[config.mk]
export PLATFORM = sky130hd
export DESIGN_NAME = uart_music_seq
export DESIGN_NICKNAME = d
export VERILOG_FILES = /design/src/rtl/uart_music_seq.sv
export SDC_FILE = /design/constraint.sdc
export NUM_CORES = 1
export LEC_CHECK = 0
export CAP_MARGIN = 0
export CORE_AREA = 2 2 378 380
export DETAILED_ROUTE_END_ITERATION = 10
export DIE_AREA = 0 0 380 382
export GPL_TIMING_DRIVEN = 0
export PLACE_DENSITY_LB_ADDON = 0.05
export SLEW_MARGIN = 20
export SYNTH_ARGS = -nofsm -noshare
export SYNTH_HDL_FRONTEND = slang
export SYNTH_SLANG_ARGS = --single-unit
[constraint.sdc]
create_clock -name sys_clk -period 5.25 [get_ports sys_clk]
set_clock_uncertainty 0.2 [all_clocks]
set_input_delay 0.525 -clock sys_clk [delete_from_list [all_inputs] [get_ports sys_clk]]
set_output_delay 0.525 -clock sys_clk [all_outputs]
set_load 0.01 [all_outputs]
[src/rtl/uart_music_seq.sv]
// rtl/uart_music_seq.sv - UART byte-pair note store with tick-timed melody playback to a beeper
module uart_music_seq #(
    parameter int CLK_FREQ = 12000000,
    parameter int TICK_CYC = CLK_FREQ / 1000,
    parameter int DEPTH    = 64,
    parameter int TONE_W   = 8,
    parameter int DUR_W    = 8
) (
    input  logic                       sys_clk,
    input  logic                       sys_rst_n,
    input  logic                       uart_done,
    input  logic [7:0]                 uart_data,
    input  logic                       play_en,
    input  logic                       loop_en,
    input  logic                       clear,
    output logic [TONE_W-1:0]          tone,
    output logic                       tone_en,
    output logic                       playing,
    output logic [$clog2(DEPTH)-1:0]   note_idx,
    output logic [$clog2(DEPTH):0]     note_len,
    output logic                       overflow,
    output logic                       tick
);
    localparam int AW = $clog2(DEPTH);
    localparam int TW = (TICK_CYC > 1) ? $clog2(TICK_CYC) : 1;
    localparam int EW = TONE_W + DUR_W;

    typedef enum logic [1:0] {S_IDLE, S_LOAD, S_PLAY} state_t;

    state_t              r_state, w_next;
    logic                r_done_d, r_phase, r_overflow;
    logic [TONE_W-1:0]   r_tone_lat, r_tone;
    logic [AW:0]         r_note_len;
    logic [AW-1:0]       r_note_idx, w_idx_next;
    logic [TW-1:0]       r_tick_cnt;
    logic [DUR_W-1:0]    r_dur_cnt;
    logic [EW-1:0]       r_mem [DEPTH];
    logic [EW-1:0]       r_rd_data;
    logic                w_byte_ev, w_full, w_wr, w_tick, w_adv, w_last, w_stop;
    logic [AW:0]         w_idx_inc;
    logic [TONE_W-1:0]   w_rd_tone;
    logic [DUR_W-1:0]    w_rd_dur;

    assign w_byte_ev = uart_done & ~r_done_d;
    assign w_full    = (r_note_len == (AW+1)'(DEPTH));
    assign w_wr      = w_byte_ev & r_phase & ~clear & ~w_full;
    assign w_tick    = (r_tick_cnt == TW'(TICK_CYC - 1));
    assign w_rd_tone = r_rd_data[EW-1:DUR_W];
    assign w_rd_dur  = r_rd_data[DUR_W-1:0];
    assign w_idx_inc = (AW+1)'(r_note_idx) + (AW+1)'(1);
    assign w_last    = (w_idx_inc >= r_note_len);
    assign w_stop    = w_adv & w_last & ~loop_en;

    always_ff @(posedge sys_clk or negedge sys_rst_n) begin
        if (!sys_rst_n)  r_tick_cnt <= '0;
        else if (w_tick) r_tick_cnt <= '0;
        else             r_tick_cnt <= r_tick_cnt + TW'(1);
    end

    always_ff @(posedge sys_clk or negedge sys_rst_n) begin
        if (!sys_rst_n) begin
            r_done_d   <= 1'b0;
            r_phase    <= 1'b0;
            r_tone_lat <= '0;
            r_note_len <= '0;
            r_overflow <= 1'b0;
        end else begin
            r_done_d <= uart_done;
            if (clear) begin
                r_phase    <= 1'b0;
                r_note_len <= '0;
                r_overflow <= 1'b0;
            end else if (w_byte_ev) begin
                r_phase <= ~r_phase;
                if (!r_phase)    r_tone_lat <= TONE_W'(uart_data);
                else if (w_full) r_overflow <= 1'b1;
                else             r_note_len <= r_note_len + (AW+1)'(1);
            end
        end
    end

    // Read address is the next index so the entry is ready in the LOAD cycle.
    always_ff @(posedge sys_clk) begin
        if (w_wr) r_mem[r_note_len[AW-1:0]] <= {r_tone_lat, DUR_W'(uart_data)};
        r_rd_data <= r_mem[w_idx_next];
    end

    always_comb begin
        w_adv = 1'b0;
        case (r_state)
            S_LOAD:  w_adv = (w_rd_dur == '0);
            S_PLAY:  w_adv = w_tick & play_en & (r_dur_cnt == DUR_W'(1));
            default: w_adv = 1'b0;
        endcase
        w_idx_next = r_note_idx;
        if (clear)      w_idx_next = '0;
        else if (w_adv) w_idx_next = w_last ? '0 : w_idx_inc[AW-1:0];
    end

    always_ff @(posedge sys_clk or negedge sys_rst_n) begin
        if (!sys_rst_n) r_state <= S_IDLE;
        else            r_state <= w_next;
    end

    always_comb begin
        w_next = r_state;
        if (clear) w_next = S_IDLE;
        else begin
            case (r_state)
                S_IDLE:  if (play_en && r_note_len != '0) w_next = S_LOAD;
                S_LOAD:  w_next = w_adv ? (w_stop ? S_IDLE : S_LOAD) : S_PLAY;
                S_PLAY:  if (w_adv) w_next = w_stop ? S_IDLE : S_LOAD;
                default: w_next = S_IDLE;
            endcase
        end
    end

    always_comb begin
        playing = 1'b0;
        tone_en = 1'b0;
        case (r_state)
            S_LOAD:  playing = 1'b1;
            S_PLAY: begin
                playing = 1'b1;
                tone_en = play_en & (r_tone != '0);
            end
            default: ;
        endcase
    end

    always_ff @(posedge sys_clk or negedge sys_rst_n) begin
        if (!sys_rst_n) begin
            r_note_idx <= '0;
            r_tone     <= '0;
            r_dur_cnt  <= '0;
        end else begin
            r_note_idx <= w_idx_next;
            if (clear || w_stop)     r_tone <= '0;
            else if (r_state == S_LOAD) r_tone <= w_rd_tone;
            if (r_state == S_LOAD) r_dur_cnt <= w_rd_dur;
            else if (r_state == S_PLAY && w_tick && play_en) r_dur_cnt <= r_dur_cnt - DUR_W'(1);
        end
    end

    assign tone     = r_tone;
    assign note_idx = r_note_idx;
    assign note_len = r_note_len;
    assign overflow = r_overflow;
    assign tick     = w_tick;
endmodule

==> results by stage, run 1 <==
Outcome:
- The run finished with clean final reports.

Synth:
- The number of enable flip-flop cells after synthesis is 1,024.
- The mean cell area of the mapped netlist is 14.29 um2.
- The post-synthesis sequential area ratio is 0.7458.
- The Yosys warning count is 0.
- Counting flops with an async set or reset pin after synthesis yields a share of 0.05109.
- The count of distinct cell types in the synthesized netlist is 67.
- Counting every net in the synthesized netlist gives 3,078.
- By area the synthesized netlist is led by edfxtp_1 71%, nand2_1 5.5%, dfrtp_1 3.2%.
- The cell area that synthesis handed to floorplanning was 0.04354 mm2.
- The leading register cell type out of synthesis is edfxtp_1.
- Of the post-synthesis cell area, the dominant cell type holds 0.7062.
- The synthesized instance count is 3,047.
- In this run, synthesis produced a sequential element count of 1,096.
- The biggest area contributor in the post-synthesis netlist is edfxtp_1.

Worst setup path:
- STA classifies the critical path startpoint as a flop.
- The worst register-to-register path has a depth of 8.
- On the critical path the largest part of the delay comes from simple AND/OR/NAND/NOR gates.
- STA puts the critical path data required time at 5.43 ns.
- The number of buffer and inverter instances along the worst setup path is 2.
- The worst setup path is of the flop to flop kind.
- In this run the critical register-to-register path is captured at r_mem[15][6]$_DFFE_PP_.
- The most common cell type on the critical path is nand3_1.
- The reg2reg setup slack is 0.04 ns.
- The worst flop-to-flop path startpoint is note_len[3]$_DFFE_PN0P_.
- In this design, the stage delay of the slowest critical-path cell is 1.08 ns.
- The arrival time at the worst endpoint is 5.39 ns.
- The largest fanout of any net on the critical path is 16.
- Traced cell by cell, the critical path runs through clkinv_1 > nand3_1 > nor3b_1 > a21oi_1 > nand3_1 > inv_1 > nand3_1 > nor2_2.
- The critical path crosses 8 cells after its start point.
- The slowest cell on the critical path is nor2_2.
- The endpoint class of the critical path is a flop.

Power:
- Of the total power, combinational logic draws 0.030.
- Internal power comes to 15.09 mW.
- The switching power is 4.203 mW.
- In this run the power density over the cells is 370.0 mW/mm2.
- Summing internal, switching and leakage power gives 19.30 mW.
- The leakage power figure is 16.98 nW.
- The switching fraction of total power is 0.2178.
- VDD sags by at most 265.8 uV.
- Of the total power, registers draw 0.523.
- The part of the power in the clock network is 0.447.

Route:
- The routed wirelength normalized by instance count is 27.77 um.
- The number of remaining DRC errors is 0.
- The first TritonRoute pass finished after 5 iterations.
- Dividing the detail-routed via count by the number of cells gives 5.056.
- The number of routed nets with antenna violations is 0.
- The DRC violation total after the first TritonRoute iteration is 2,140.
- Summed over all layers, the routed wires come to 146.7 mm.
- Summing over every cut layer, the via total after detailed routing is 26.71k.

Placed design:
- The routability-driven placement congestion ratio is 0.9073.
- The placement-stage cell area is 0.04744 mm2.
- Detailed placement finished with a half-perimeter wire length of 104.1 mm.
- The count of buffers added on input and output ports is 38.

Worst hold path:
- The worst hold path begins at uart_data[7].
- The min-delay analysis places its worst path in the category primary input to flop.
- The instance count along the most critical hold path is 1.
- The worst hold path terminates at r_mem[58][7]$_DFFE_PP_.

Final layout:
- The final layout contains 3,321 nets.
- Summing all non-filler instances in the final layout gives an area of 0.05216 mm2.
- The ratio of cells with drive above 1 in the final layout is 0.1660.
- The most common cell after layout, fill and taps aside is edfxtp_1.
- The top cell types in the final layout, fill and taps aside, are 1,024 x edfxtp_1, 638 x nand2_1, 211 x nand3_1.
- Compared with the post-synthesis result, the final layout area differs by 19.79%.

Timing:
- Derived from the worst setup path, the maximum achievable clock frequency is 0.1919 GHz.
- The hold violation total from the final report is 0.
- The total count of max-transition violations in the final report is 0.
- The relative slew slack is 0.1313.
- Dividing the final minimum period by the clock period gives 0.9925.
- The clock period minus worst slack is 5.211 ns.
- Setup repair after global routing could not meet its margin everywhere.
- The setup violation total in the final timing report is 0.
- The transition time of the tightest slew-check pin is 1.299 ns.

CTS:
- The total clock buffers created by CTS is 131.
- After clock tree synthesis, the clock-pin slew on the worst setup and hold paths is 0.06 ns.
- The CTS sink count is 1,096.
- The maximum level of the CTS H-tree is 4.
- The later pin in the worst-skew pair is clocked with a latency of 0.76 ns.
- The number of buffers on the longest clock path is 3.
- The TritonCTS clock tree is done.
- The buffer cell driving the clock tree root is clkbuf_16.

GRT:
- The initial antenna violation count is 8.
- In the global route stage, overall resource usage came out at 0.2009.
- The pin count of the biggest net entering global routing is 66.
- The first global-routing pass estimated 206.0 mm of wire.
- The via count of the first global-routing pass is 26.89k.
- The remaining global-route overflow is 0.

Floorplan:
- The die boundary height is 382 um.
- The top-level port count is 39.
- The floorplan die width is 380 um.
- The die covers 0.1452 mm2.
- The initial core utilization is 0.3090.
- The floorplan step defined a core boundary enclosing 0.1409 mm2.
- The floorplan has 138 rows.

Run:
- The number of maximum-capacitance constraint violations is 0.
[power by group through the flow]
stage	logic, mW	registers (mW)	clock network (mW)
3_3_place_gp	0.308	10.5	0
6_report	0.581	10.1	8.63
2_1_floorplan	0.137	10.2	0
4_1_cts	0.600	10.1	8.86
5_1_grt	0.642	10.1	9.18
3_5_place_dp	0.594	10.3	0
[area by class of cell]
type / instances / area (um2)
Clock buffer: 170 / 3550
Multi-Input combinational cell: 1747 / 10810
Sequential cell: 1096 / 32500
Buffer: 172 / 883.3
Fill cell: 13440 / 88740
Inverter: 28 / 111.4
Timing Repair Buffer: 114 / 1424
Clock inverter: 64 / 505.5
Antenna cell: 1 / 2.502
Tap cell: 1890 / 2365
[registers in the layout, summed over array words and instances, names as in the netlist]
name and count:
note_idx 6, note_len 7, overflow 1, r_done_d 1
r_dur_cnt 8, r_mem 1024, r_phase 1, r_rd_data 16
r_state 2, r_tick_cnt 14, r_tone_lat 8, tone 8
[cell usage after synthesis (16+ instances only)]
cell type and number:
a2111oi_0 18, a21oi_1 193, a22oi_1 66, a31oi_1 17
a32o_1 16, buf_1 23, buf_2 47, clkbuf_1 99
dfrtp_1 56, dfxtp_1 16, edfxtp_1 1024, ha_1 17
inv_1 23, mux2i_1 97, mux4_2 48, nand2_1 639
nand3_1 229, nand4_1 52, nor2_1 108, nor3_1 69
o211ai_1 21, o21ai_0 19
[stage by stage]
step           utilization  hold slack (ns)  TNS [ns]  worst slack [ns]  cells
2_1_floorplan            -          0.02941         0             1.134   3047
3_3_place_gp        0.3285           0.2609   -159.69            -1.537   4975
3_5_place_dp        0.3367           0.2710    -18.18            -1.356   5035
4_1_cts             0.3683          0.02968         0          0.001046   5278
5_1_grt             0.3702          0.05260    -8.720           -0.1178   5281
6_report            0.3702          0.06793         0           0.03950   5282
[worst max path at each step]
stage | from | end | slack [ns]
floorplan | note_idx[0]$_DFF_PN0_ | r_rd_data[10]$_DFF_P_ | 1.13
global route | note_len[3]$_DFFE_PN0P_ | r_mem[31][12]$_DFFE_PP_ | -0.12
global placement | note_idx[1]$_DFF_PN0_ | r_rd_data[14]$_DFF_P_ | -1.54
CTS | note_idx[0]$_DFF_PN0_ | r_rd_data[8]$_DFF_P_ | 0.001
finish | note_len[3]$_DFFE_PN0P_ | r_mem[15][6]$_DFFE_PP_ | 0.04
detailed placement | note_idx[1]$_DFF_PN0_ | r_rd_data[14]$_DFF_P_ | -1.36
[repair_timing]
item / in CTS / in global routing
hold endpoints to repair: 83 / 0
setup buffers: 5 / 5
setup endpoints to repair: 16 / 295
hold buffers: 6 / 0
resized for setup: 97 / 90
pin swaps: 5 / 8
[cells by family after synthesis]
kind of cell	share of synthesized area
buf+inv	0.01971
mux	0.04946
simple gates	0.1144
flops	0.7458
compound gates	0.05995
fa+ha+maj	0.004885
xor+xnor	0.005834
[metal layers]
layer	share of wire	GRT usage
met5	0	0
met3	0.056	0.03690
met1	0.44	0.2709
met2	0.48	0.3320
met4	0.023	0.05592
Power figures use the tool's default switching activity.
==> inputs of run 2 (changes only) <==
--- a/config.mk
+++ b/config.mk
@@ -5,7 +5,7 @@
 export SDC_FILE = /design/constraint.sdc
 export NUM_CORES = 1
 export LEC_CHECK = 0
-export CAP_MARGIN = 0
+export CAP_MARGIN = 30
 export CORE_AREA = 2 2 378 380
 export DETAILED_ROUTE_END_ITERATION = 10
 export DIE_AREA = 0 0 380 382
==> run 2 against run 1 <==
Design area rose by 0.70%. Clock power rose by 5.1%. Sequential cell count did not move.
==> results by stage, run 2 (synthesized netlist as in run 1, its figures left out) <==
Outcome:
- Result of the run: finished, final reports clean (unchanged).

Final layout:
- The post-layout instance area came to 0.05252 mm2 (was 0.05216 mm2).
- Commonest non-fill, non-tap cells in the layout: 1,024 x edfxtp_1, 639 x nand2_1, 216 x nand3_1 (was 1,024 x edfxtp_1, 638 x nand2_1, 211 x nand3_1).
- The count of placed standard cells in the final layout, fillers left out is 5,308 (was 5,282).
- The ratio of cells with drive above 1 in the final layout is 0.1710 (was 0.1660).
- The end-of-flow core utilization is 0.3728 (was 0.3702).
- The most common cell after layout, fill and taps aside is edfxtp_1 (unchanged).
- The number of flip-flops in the largest register is 1,024 (unchanged).
- The area growth from synthesis to layout is 20.63% (was 19.79%).
- The net total in the final layout was 3,336 (was 3,321).

Timing:
- The maximum achievable frequency is 0.1920 GHz (was 0.1919 GHz).
- The transition time of the tightest slew-check pin is 1.083 ns (was 1.299 ns).
- The clock period minus worst slack is 5.210 ns (was 5.211 ns).
- The post-layout worst setup margin is 0.04042 ns (was 0.03950 ns).
- The setup TNS after final layout is 0 ns (unchanged).
- The total count of max-transition violations in the final report was 0 (unchanged).
- Setup repair after global routing missed its margin: false (was true).
- The post-route clock period utilization is 0.9923 (was 0.9925).
- The hold violation total from the final report was 0 (unchanged).
- The setup violation total in the final timing report is 0 (unchanged).
- The relative slew slack came to 0.2763 (was 0.1313).

Power:
- The part of the power in combinational logic is 0.029 (was 0.030).
- The part of the power in the clock network was 0.460 (was 0.447).
- The switching power was 4.297 mW (was 4.203 mW).
- The internal power is 15.44 mW (was 15.09 mW).
- The share of power burned in registers came to 0.511 (was 0.523).
- The leakage power figure is 17.13 nW (was 16.98 nW).
- The peak supply drop was 278.2 uV (was 265.8 uV).
- The switching fraction of total power is 0.2177 (was 0.2178).
- The power per cell area is 375.8 mW/mm2 (was 370.0 mW/mm2).

Worst hold path:
- The kind of path behind the tightest hold check is primary input to flop (unchanged).

Worst setup path:
- The largest stage delay on the critical path is 0.53 ns (was 1.08 ns).
- Critical-path cell list: ha_4 > nand3_1 > xor2_1 > inv_1 > ha_1 > a21oi_1 > o21a_1 > o21ai_0 > nor3_2 > o21ai_4 > inv_6 > buf_6 > buf_6 > mux4_2 > a22oi_1 > nand3_2 > a221o_1 (was clkinv_1 > nand3_1 > nor3b_1 > a21oi_1 > nand3_1 > inv_1 > nand3_1 > nor2_2).
- The category of the most critical setup path is flop to flop (unchanged).
- The largest fanout of any net on the critical path is 10 (was 16).
- The endpoint class of the critical path is a flop (unchanged).
- The slowest cell on the critical path is dfrtp_1 (was nor2_2).
- The family with the most delay on the worst path is compound AO/OA/AOI/OAI gates (was simple AND/OR/NAND/NOR gates).
- The most common cell type on the critical path is buf_6 (was nand3_1).
- The worst path required time is 5.67 ns (was 5.43 ns).
- The kind of start point of the critical path is a flop (unchanged).
- The arrival time at the worst endpoint was 5.63 ns (was 5.39 ns).
- The number of buffer and inverter instances along the worst setup path came to 4 (was 2).

Route:
- The number of detailed-routing iterations run before antenna repair came to 5 (unchanged).
- The DRC violation total after the first TritonRoute iteration was 2,314 (was 2,140).
- The routed via count is 26.84k (was 26.71k).
- The routed wirelength normalized by instance count is 27.76 um (was 27.77 um).
- The via density per instance was 5.057 (was 5.056).
- The routed wire length is 147.4 mm (was 146.7 mm).
- The number of routed nets with antenna violations is 0 (unchanged).
- The number of remaining DRC errors is 0 (unchanged).

Floorplan:
- The overall die area is 0.1452 mm2 (unchanged).
- The top-level port count is 39 (unchanged).
- The initial core utilization is 0.3090 (unchanged).
- The count of standard-cell rows is 138 (unchanged).
- The standard cell core area is 0.1409 mm2 (unchanged).
- The die boundary height is 382 um (unchanged).
- The floorplan die width was 380 um (unchanged).

CTS:
- The total clock buffers created by CTS was 133 (was 131).
- The clock latency on the worst-skew pair is 0.76 ns (about the same).
- The CTS sink count came to 1,096 (unchanged).
- The clock slew seen by the registers of the worst setup and hold paths is 0.06 ns (about the same).
- The buffer cell driving the clock tree root is clkbuf_16 (unchanged).
- The TritonCTS clock tree is done (unchanged).
- The number of buffers on the longest clock path is 3 (unchanged).
- The maximum level of the CTS H-tree is 4 (unchanged).

Run:
- The number of maximum-capacitance constraint violations came to 0 (unchanged).

GRT:
- The via count of the first global-routing pass is 26.79k (was 26.89k).
- The overall routing resource usage is 0.2016 (was 0.2009).
- The remaining global-route overflow is 0 (unchanged).
- The initial antenna violation count is 7 (was 8).
- The pin count of the biggest net entering global routing was 66 (unchanged).
- The global-route wire length before repair is 206.6 mm (was 206.0 mm).

Placed design:
- The placed cell count was 5,049 (was 5,035).
- The count of input and output buffers is 38 (unchanged).
- The placement-stage worst setup slack is -0.9784 ns (was -1.356 ns).
- The estimated wirelength of the detail-placed design is 104.9 mm (was 104.1 mm).
- The placement-stage cell area was 0.04761 mm2 (was 0.04744 mm2).
- The routability-driven placement congestion ratio came to 0.9073 (unchanged).
## run 2: cell types whose count changed in the layout (fill, tap and decap cells not counted), moves of 6 or more
cell        change
nand3_2         -6
buf_8           +8
inv_6           -6
clkinvlp_4      +6
clkbuf_2        -6
clkinv_1       -11
clkbuf_1        +6
buf_2           +6
diode_2         +7
## run 2: layer usage
layer / up-vias / wire [um] / global-route usage
met2: 752 / 70650 / 0.3329
met3: 168 / 7553 / 0.03262
met4: 0 / 3521 / 0.05703
met1: 13850 / 65650 / 0.2746
met5: - / 0 / 0
li1: 12070 / - / -
## run 2: layout make-up
cell class,count,area (um2)
Antenna cell,8,20.02
Inverter,28,110.1
Multi-Input combinational cell,1747,10770
Timing Repair Buffer,126,1582
Clock buffer,174,3618
Fill cell,13450,88370
Tap cell,1890,2365
Buffer,173,867.1
Sequential cell,1096,32500
Clock inverter,66,684.4
## run 2: timing repair
item                                    4_1_cts  5_1_grt
pin swaps                                     6        3
setup buffers                                 5        0
endpoints found under the hold margin        82        0
endpoints found under the setup margin       16       16
hold buffers                                  6        0
gates resized for setup                     101       63
cloned                                        0        0
## run 2: path summary, 6_finish.rpt
| kind | startpoint | slack, ns | to | depth (start not counted) |
|---|---|---|---|---|
| max in group asynchronous | sys_rst_n | 3.23 | r_tick_cnt[1]$_DFF_PN0_ | 4 |
| min in group asynchronous | sys_rst_n | 0.53 | r_dur_cnt[7]$_DFFE_PN0P_ | 3 |
| hold reg to reg | r_rd_data[9]$_DFF_P_ | 0.28 | tone[1]$_DFFE_PN0P_ | 2 |
| setup / recovery | note_idx[1]$_DFF_PN0_ | 0.04 | r_rd_data[10]$_DFF_P_ | 17 |
| setup reg to reg | note_idx[1]$_DFF_PN0_ | 0.04 | r_rd_data[10]$_DFF_P_ | 17 |
| hold / removal | uart_data[6] | 0.05 | r_mem[58][6]$_DFFE_PP_ | 1 |
## run 2: power by group through the flow
stage                     Clock [mW]  Combinational [mW]  Sequential, mW
after floorplan                    0               0.137            10.2
after global placement             0               0.308            10.5
after detailed placement           0               0.597            10.3
after CTS                       9.30               0.603            10.1
after global routing            9.62               0.644            10.1
final                           9.07               0.580            10.1
## run 2: through the flow
step,power (mW),hold slack [ns]
finish,19.74,0.05253
CTS,20.00,0.01068
detailed placement,10.87,0.2678
global placement,10.80,0.2609
floorplan,10.36,0.02941
global route,20.37,0.03159
